`src/rtl/cc_range_comparator_pkg.sv`:
```
// Purpose : shared encodings for the range comparator (compare modes, filter states).
// Latency : n/a (types and constants only).
// Backpressure: n/a.
//
// Contents: mode_e (EQ/NE/GT/LT), state_e (IDLE/ARMING/MATCHED), RESET_MODE.
package cc_range_comparator_pkg;

  typedef enum logic [1:0] {
    MODE_EQ = 2'b00,
    MODE_NE = 2'b01,
    MODE_GT = 2'b10,
    MODE_LT = 2'b11
  } mode_e;

  typedef enum logic [1:0] {
    ST_IDLE    = 2'b00,
    ST_ARMING  = 2'b01,
    ST_MATCHED = 2'b10
  } state_e;

  // NE against a zero threshold turns an unconfigured block into a nonzero detector.
  localparam mode_e RESET_MODE = MODE_NE;

endpackage

```
`src/rtl/cc_range_comparator_filter.sv`:
```
// Purpose : debounce filter; match asserts after FILTER_DEPTH consecutive qualifying edges.
// Latency : match is registered; rises on the FILTER_DEPTH-th consecutive qualifying edge.
// Backpressure: none; evaluates every clock.
//
// Ports: clk, rstN (async active-low), cond (qualifying this edge), restart (discard run),
//        match (registered, state==MATCHED), matchRise (comb: this edge enters MATCHED).
module cc_range_comparator_filter
  import cc_range_comparator_pkg::*;
#(
  parameter int FILTER_DEPTH = 4
) (
  input  logic clk,
  input  logic rstN,
  input  logic cond,
  input  logic restart,
  output logic match,
  output logic matchRise
);

  localparam int CW = $clog2(FILTER_DEPTH + 1);
  localparam logic [CW-1:0] DEPTH_C = CW'(FILTER_DEPTH);
  // A depth-1 filter keeps no history, so there is nothing for a restart to discard;
  // this keeps match identical to the unfiltered result in that build.
  localparam bit HAS_HISTORY = (FILTER_DEPTH > 1);

  state_e        stateReg, stateNext;
  logic [CW-1:0] cntReg, cntNext;
  logic          restartEff;

  assign restartEff = restart & HAS_HISTORY;

  always_ff @(posedge clk or negedge rstN) begin
    if (!rstN) begin
      stateReg <= ST_IDLE;
      cntReg   <= '0;
    end else begin
      stateReg <= stateNext;
      cntReg   <= cntNext;
    end
  end

  always_comb begin
    stateNext = stateReg;
    cntNext   = cntReg;
    if (restartEff || !cond) begin
      stateNext = ST_IDLE;
      cntNext   = '0;
    end else if (cntReg == DEPTH_C) begin
      // saturated: hold in MATCHED for as long as the run lasts
      stateNext = ST_MATCHED;
    end else begin
      cntNext   = cntReg + CW'(1);
      stateNext = (cntNext == DEPTH_C) ? ST_MATCHED : ST_ARMING;
    end
  end

  assign match     = (stateReg == ST_MATCHED);
  assign matchRise = (stateNext == ST_MATCHED) && (stateReg != ST_MATCHED);

endmodule

```
`src/rtl/cc_range_comparator.sv`:
```
// Purpose : unsigned data-vs-threshold comparator with registered raw and filtered match.
// Latency : raw 1 edge after data; match after FILTER_DEPTH consecutive qualifying edges.
// Backpressure: none; one compare every clock.
//
// Ports: clock/reset, threshold load + value, 2-bit mode, data, sticky clear;
//        outputs raw, match, sticky.
// Build option: define CC_RANGECOMP_STICKY_EN to build the sticky match-history flag;
//        otherwise sticky is tied 0 and clear is ignored.
module cc_range_comparator
  import cc_range_comparator_pkg::*;
#(
  parameter int DATAWIDTH    = 8,
  parameter int FILTER_DEPTH = 4
) (
  input  logic                 CC_RANGECOMP_CLOCK_50,
  input  logic                 CC_RANGECOMP_RESET_InLow,
  input  logic                 CC_RANGECOMP_thr_load_InHigh,
  input  logic [DATAWIDTH-1:0] CC_RANGECOMP_thr_InBUS,
  input  logic [1:0]           CC_RANGECOMP_mode_InBUS,
  input  logic [DATAWIDTH-1:0] CC_RANGECOMP_data_InBUS,
  input  logic                 CC_RANGECOMP_clear_InHigh,
  output logic                 CC_RANGECOMP_raw_OutHigh,
  output logic                 CC_RANGECOMP_match_OutHigh,
  output logic                 CC_RANGECOMP_sticky_OutHigh
);

  logic [DATAWIDTH-1:0] thrReg;
  logic [1:0]           modeReg;
  logic                 cond;
  logic                 rawReg;
  logic                 modeChange;
  logic                 matchRise;

  // Compare against the stored threshold, so a load takes effect from the next edge.
  always_comb begin
    cond = 1'b0;
    case (mode_e'(CC_RANGECOMP_mode_InBUS))
      MODE_EQ: cond = (CC_RANGECOMP_data_InBUS == thrReg);
      MODE_NE: cond = (CC_RANGECOMP_data_InBUS != thrReg);
      MODE_GT: cond = (CC_RANGECOMP_data_InBUS >  thrReg);
      MODE_LT: cond = (CC_RANGECOMP_data_InBUS <  thrReg);
      default: cond = 1'b0;
    endcase
  end

  assign modeChange = (CC_RANGECOMP_mode_InBUS != modeReg);

  always_ff @(posedge CC_RANGECOMP_CLOCK_50 or negedge CC_RANGECOMP_RESET_InLow) begin
    if (!CC_RANGECOMP_RESET_InLow) begin
      thrReg  <= '0;
      modeReg <= RESET_MODE;
      rawReg  <= 1'b0;
    end else begin
      rawReg  <= cond;
      modeReg <= CC_RANGECOMP_mode_InBUS;
      if (CC_RANGECOMP_thr_load_InHigh) begin
        thrReg <= CC_RANGECOMP_thr_InBUS;
      end
    end
  end

  assign CC_RANGECOMP_raw_OutHigh = rawReg;

  cc_range_comparator_filter #(
    .FILTER_DEPTH(FILTER_DEPTH)
  ) uFilter (
    .clk      (CC_RANGECOMP_CLOCK_50),
    .rstN     (CC_RANGECOMP_RESET_InLow),
    .cond     (cond),
    .restart  (modeChange),
    .match    (CC_RANGECOMP_match_OutHigh),
    .matchRise(matchRise)
  );

`ifdef CC_RANGECOMP_STICKY_EN
  logic stickyReg;

  // A rising match beats a simultaneous clear.
  always_ff @(posedge CC_RANGECOMP_CLOCK_50 or negedge CC_RANGECOMP_RESET_InLow) begin
    if (!CC_RANGECOMP_RESET_InLow) begin
      stickyReg <= 1'b0;
    end else if (matchRise) begin
      stickyReg <= 1'b1;
    end else if (CC_RANGECOMP_clear_InHigh) begin
      stickyReg <= 1'b0;
    end
  end

  assign CC_RANGECOMP_sticky_OutHigh = stickyReg;
`else
  logic unusedStickyInputs;
  assign unusedStickyInputs          = CC_RANGECOMP_clear_InHigh ^ matchRise;
  assign CC_RANGECOMP_sticky_OutHigh = 1'b0;
`endif

endmodule

```
`config.mk`:
```
export PLATFORM = sky130hd
export DESIGN_NAME = cc_range_comparator
export DESIGN_NICKNAME = d
export VERILOG_FILES = /design/src/rtl/cc_range_comparator_pkg.sv /design/src/rtl/cc_range_comparator_filter.sv /design/src/rtl/cc_range_comparator.sv
export SDC_FILE = /design/constraint.sdc
export NUM_CORES = 1
export LEC_CHECK = 0
export CAP_MARGIN = 20
export CELL_PAD_IN_SITES_DETAIL_PLACEMENT = 1
export CELL_PAD_IN_SITES_GLOBAL_PLACEMENT = 1
export CORE_MARGIN = 4
export CORE_UTILIZATION = 35
export CTS_CLUSTER_SIZE = 25
export DETAILED_ROUTE_END_ITERATION = 7
export HOLD_SLACK_MARGIN = 0.03
export PLACE_DENSITY = 0.89
export SLEW_MARGIN = 5
export SYNTH_ARGS = -nofsm -noshare
export SYNTH_HDL_FRONTEND = slang
export SYNTH_SLANG_ARGS = --single-unit
```
`constraint.sdc`:
```
create_clock -name CC_RANGECOMP_CLOCK_50 -period 2.1 [get_ports CC_RANGECOMP_CLOCK_50]
set_input_delay 0.525 -clock CC_RANGECOMP_CLOCK_50 [delete_from_list [all_inputs] [get_ports CC_RANGECOMP_CLOCK_50]]
set_output_delay 0.525 -clock CC_RANGECOMP_CLOCK_50 [all_outputs]
set_load 0.02 [all_outputs]
```
# [Word level (Yosys, flattened, before mapping)]
# Cells that the tools add are included.
[classes] order_cmp=2 mux=6 eq_ne=10 n_reduce_logical=3 addsub=1
[ops] cell="equality test 8 bit" n=1
[ops] cell="> comparator 8 bit" n=1
[ops] cell="less-than comparator 8 bit" n=1
[ops] cell="!= test 8 bit" n=1
[ops] cell="equality test 2 bit, second input constant" n=3
[ops] cell="equality test 3 bit, second input constant" n=2
[ops] cell="two-way mux 2 bit" n=3
[ops] cell="two-way mux 3 bit" n=2
[ops] cell="one-hot mux 1 bit (4 select lines)" n=1
[ops] cell="adder 3 x 1 -> 3 bit, second input constant" n=1
[ops] cell="equality test 2 x 1 -> 1 bit, second input constant" n=1
[ops] cell="logical NOT 2 bit" n=1
[ops] cell="!= test 2 x 1 -> 1 bit, second input constant" n=1
[ops] cell="!= test 2 bit" n=1
[ops] cell="logical NOT 1 bit" n=1
[ops] cell="logical OR 1 bit" n=1
[word_totals] ff_bits=16 output_inout_bits=3 word_cells=27 input_bits=22

# [Longest topological paths before layout]
[depth] word_depth=5 ltp_mapped=8 mapped_depth_nobuf=7

# [By module]
# From an unflattened synthesis, not the netlist that was laid out.
[hier_totals] cells_unflattened=89 hier_area_um2=890.9
[by_module_without_submodules] module="cc_range_comparator" seq_area_each_um2=276.5 instances=1 area_each_um2=618.1 cells_per_inst=64
[by_module_without_submodules] module="cc_range_comparator_filter" seq_area_each_um2=125.1 instances=1 area_each_um2=272.8 cells_per_inst=25

# [Worst setup path before layout]
# OpenSTA, ideal clock, no wires.
[synth_path] kind="input port to flip-flop" from="input port CC_RANGECOMP_data_InBUS[5]" to="register uFilter.cntReg[1]" required_ps=2023 arrival_time_ps=1938 setup_ps=77 stages=6 setup_slack_ps=85 path_buffers=0 path_cell_list="ha_1 -> a21oi_1 -> o2111ai_2 -> a2111oi_1 -> o21ai_0 -> a21oi_1"
[synth_between] elab_chain_cells=5 word_cells_on_any_way=9 classes_between="order compare: 2; eq/ne: 3; mux: 2; reduce/logical: 2"
[synth_rtl] element="start: declaration" line_no="cc_range_comparator.sv:20" text="input logic [DATAWIDTH-1:0] CC_RANGECOMP_data_InBUS,"
[synth_rtl] element="less-than comparator 8 bit (tied with other cells)" line_no="cc_range_comparator.sv:41" text="MODE_LT: cond = (CC_RANGECOMP_data_InBUS < thrReg);"
[synth_rtl] element="one-hot mux 1 bit (4 select lines) (*)" line_no="cc_range_comparator.sv:37" text="case (mode_e'(CC_RANGECOMP_mode_InBUS))"
[synth_rtl] element="logical NOT 1 bit (*)" line_no="cc_range_comparator_filter.sv:45" text="if (restartEff || !cond) begin"
[synth_rtl] element="logical OR 1 bit (*)" line_no="cc_range_comparator_filter.sv:45"
[synth_rtl] element="!= test 2 x 1 -> 1 bit (no line) / two-way mux 3 bit (equally long branches)"
[synth_rtl] element="end signal: assignment" line_no="cc_range_comparator_filter.sv:38" text="cntReg <= cntNext;"
[synth_rtl] element="end: declaration" line_no="cc_range_comparator_filter.sv:27" text="logic [CW-1:0] cntReg, cntNext;"
# Mark *: on every way between the ends. The rest lies on a longest branch, timed or not.
# A chain may end at the register's enable or synchronous reset.

# [Worst setup path in the final report]
# Same ends and word-level chain as after synthesis.

==> results.json <==
{
  "fin_area_sq_mm": 0.001405,
  "dpl-instance-area_sq_mm": 0.001187,
  "syn_area_sq_um": 915.9,
  "cp-start-kind": "input port",
  "io_buffers": 22,
  "grt_start_max_net_pins": 17,
  "cts.path.max_buffers": 2,
  "globalRouteTotalUtil_pct": 16.47,
  "crit_fanout": 6,
  "fmax_ghz": 0.4883,
  "post-synth-top-count-cell": "dfrtp_1",
  "yosys-top-cells-area": "dfrtp_1 41%, ha_1 15%, nand2_1 5.3%, inv_1 4.9%, o21ai_0 4.4%",
  "gp_congestion": 0.7701,
  "synth_commonest_cells": "15 x dfrtp_1, 13 x nand2_1, 12 x inv_1",
  "yosys_most_used_dff": "dfrtp_1",
  "hold_buffers": 0,
  "synth_top_area_cell": "dfrtp_1",
  "rows": 18,
  "num_vias": 793,
  "clock-skew-final_ns": 0.006321,
  "worst_hold_slack_ns": 0.5346,
  "htree_levels": 1,
  "antenna_left": 0,
  "yosysSeqAreaShare_pct": 43.85,
  "syn-num-nets": 130,
  "maxCapViolations": 0,
  "cts_sinks": 16,
  "n_antenna_cell": 0,
  "dp_hpwl_um": 1662,
  "total_power_mw": 0.7498,
  "dieArea_sq_mm": 0.003499,
  "dp.cells": 150,
  "cts_tree": "done",
  "final_util_pct": 56.72,
  "timing.final.crit_share_pct": 97.51,
  "drive_gt1_share_pct": 26.77,
  "slew_violations": 0,
  "finalSetupTns_ns": 0,
  "dr.pass1.iters": 4,
  "boundaryPins": 25,
  "grt_pass1_wl_um": 4140,
  "path_clk_slew_ns": 0.10,
  "peakVddDrop_mv": 0.3006,
  "clk_latency_ns": 0.30,
  "ys_types": 27,
  "cts_buffers": 3,
  "yosys_warnings": 0,
  "hold_viol": 0,
  "syn_inst": 97,
  "die_height_um": 59.16,
  "hp-class": "input port to async pin",
  "setup_ws_ns": 0.05225,
  "cellLeakagePower_nw": 0.6225,
  "r2r_end": "uFilter.cntReg[1]",
  "rrSetupSlack_ns": 0.09,
  "synth.ff_latch_count": 16,
  "route.detailed.drc": 0,
  "syn_area_per_cell_sq_um": 9.442,
  "power.density_mw_per_mm2": 533.7,
  "outcome": "complete, no violations",
  "start_util_pct": 36.97,
  "synth-edff-count": 0,
  "netlist.area_leader.share_pct": 40.98,
  "timing.final.setup_violations": 0,
  "dp_slack_ns": -0.6569,
  "wl_um": 2586,
  "areaGrowthSynthToFinish_pct": 53.42,
  "viasPerCell": 5.051,
  "worstPathRequired_ns": 2.32,
  "die_w_um": 59.16,
  "reg2regPathDepth": 8,
  "initialDrtViolationCount": 21,
  "grt_overflow": 0,
  "endpoint_kind": "flop",
  "synthArstFlopShare_pct": 100.0,
  "rsz0062_at_grt": "no",
  "crit_type": "input port to flop",
  "antenna_found_initial": 0,
  "r2r-start": "thrReg[7]",
  "wl_per_cell_um": 16.47,
  "nNetsFinal": 161,
  "core-area_sq_mm": 0.002477,
  "finalCriticalPeriod_ns": 2.048,
  "fin_cells": 157,
  "fillers": 274,
  "arrival_ns": 2.27,
  "grt_pass1_vias": 929,
  "cts-root-buf": "clkbuf_4"
}
==> registers in the layout (all words and copies together) (netlist names) <==
name / count
CC_RANGECOMP_raw_OutHigh: 1
uFilter.stateReg: 2
uFilter.cntReg: 3
thrReg: 8
modeReg: 2
==> metal layers <==
metal	vias up	GRT usage, %	wire length [um]
met1	388	16.51	1012
met5	-	0	0
met3	3	3.922	94
met4	0	5.825	34
met2	19	32.33	1446
li1	383	-	-
==> worst max-delay path: stages <==
cell	delay, ns
dlygate4sd2_1	0.26
ha_4	0.28
a21oi_2	0.05
o2111ai_2	0.19
buf_4	0.16
a2111oi_4	0.04
or4_4	0.60
a21oi_2	0.16
==> kinds of logic after synthesis <==
family	share of synthesized area [%]
flops	43.85
buf+inv	6.693
fa+ha+maj	15.03
mux	1.229
compound gates	15.30
xor+xnor	3.825
other cells	0.4094
simple gates	13.66
==> cell type report <==
class | count | area, sq um | area share, %
multi-input combinational | 66 | 618.1 | 43.99
sequential | 16 | 401.6 | 28.58
timing repair buffer | 29 | 276.5 | 19.68
inverter | 12 | 45.04 | 3.206
tap | 30 | 37.54 | 2.671
clock buffer | 4 | 26.28 | 1.870
==> timing repair <==
action	in CTS	in global routing
setup buffers	2	1
endpoints found under the setup margin	6	6
pin swaps	16	9
hold endpoints to repair	0	0
resized for setup	24	11
==> layout by cell type (no fill, tap or decap), types with 2 or more instances in the layout <==
cell type / synthesis / routed
dfrtp_1: 15 / 15
clkdlybuf4s50_1: 0 / 14
nand2_1: 13 / 13
inv_1: 12 / 11
ha_4: 0 / 8
o21ai_0: 8 / 7
buf_4: 1 / 7
a21oi_2: 0 / 5
xnor2_1: 4 / 4
nor2_1: 4 / 3
ha_1: 11 / 3
clkbuf_4: 0 / 3
dlymetal6s2s_1: 0 / 3
dlygate4sd2_1: 0 / 3
nand4_1: 2 / 2
nor2b_1: 3 / 2
a21oi_1: 7 / 2
nand3_1: 2 / 2
clkdlybuf4s15_1: 0 / 2
==> worst max path at each step <==
stage | start | endpoint | slack, ns | cells past startpoint
2_1_floorplan | CC_RANGECOMP_data_InBUS[5] | uFilter.cntReg[1] | 0.08 | 6
3_3_place_gp | CC_RANGECOMP_data_InBUS[5] | uFilter.stateReg[0] | -0.48 | 7
3_5_place_dp | CC_RANGECOMP_data_InBUS[5] | uFilter.cntReg[2] | -0.66 | 7
4_1_cts | CC_RANGECOMP_data_InBUS[0] | uFilter.stateReg[0] | 0.007 | 8
5_1_grt | thrReg[7] | uFilter.stateReg[1] | 0.0008 | 8
6_report | CC_RANGECOMP_data_InBUS[5] | uFilter.cntReg[1] | 0.05 | 8
==> where the power goes <==
group / internal, mW / leakage, nW / switching, mW
clock: 0.0741 / 0.0150 / 0.102
combinational: 0.119 / 0.408 / 0.115
sequential: 0.330 / 0.200 / 0.00995
total: 0.523 / 0.622 / 0.226
Power figures use the tool's default switching activity.
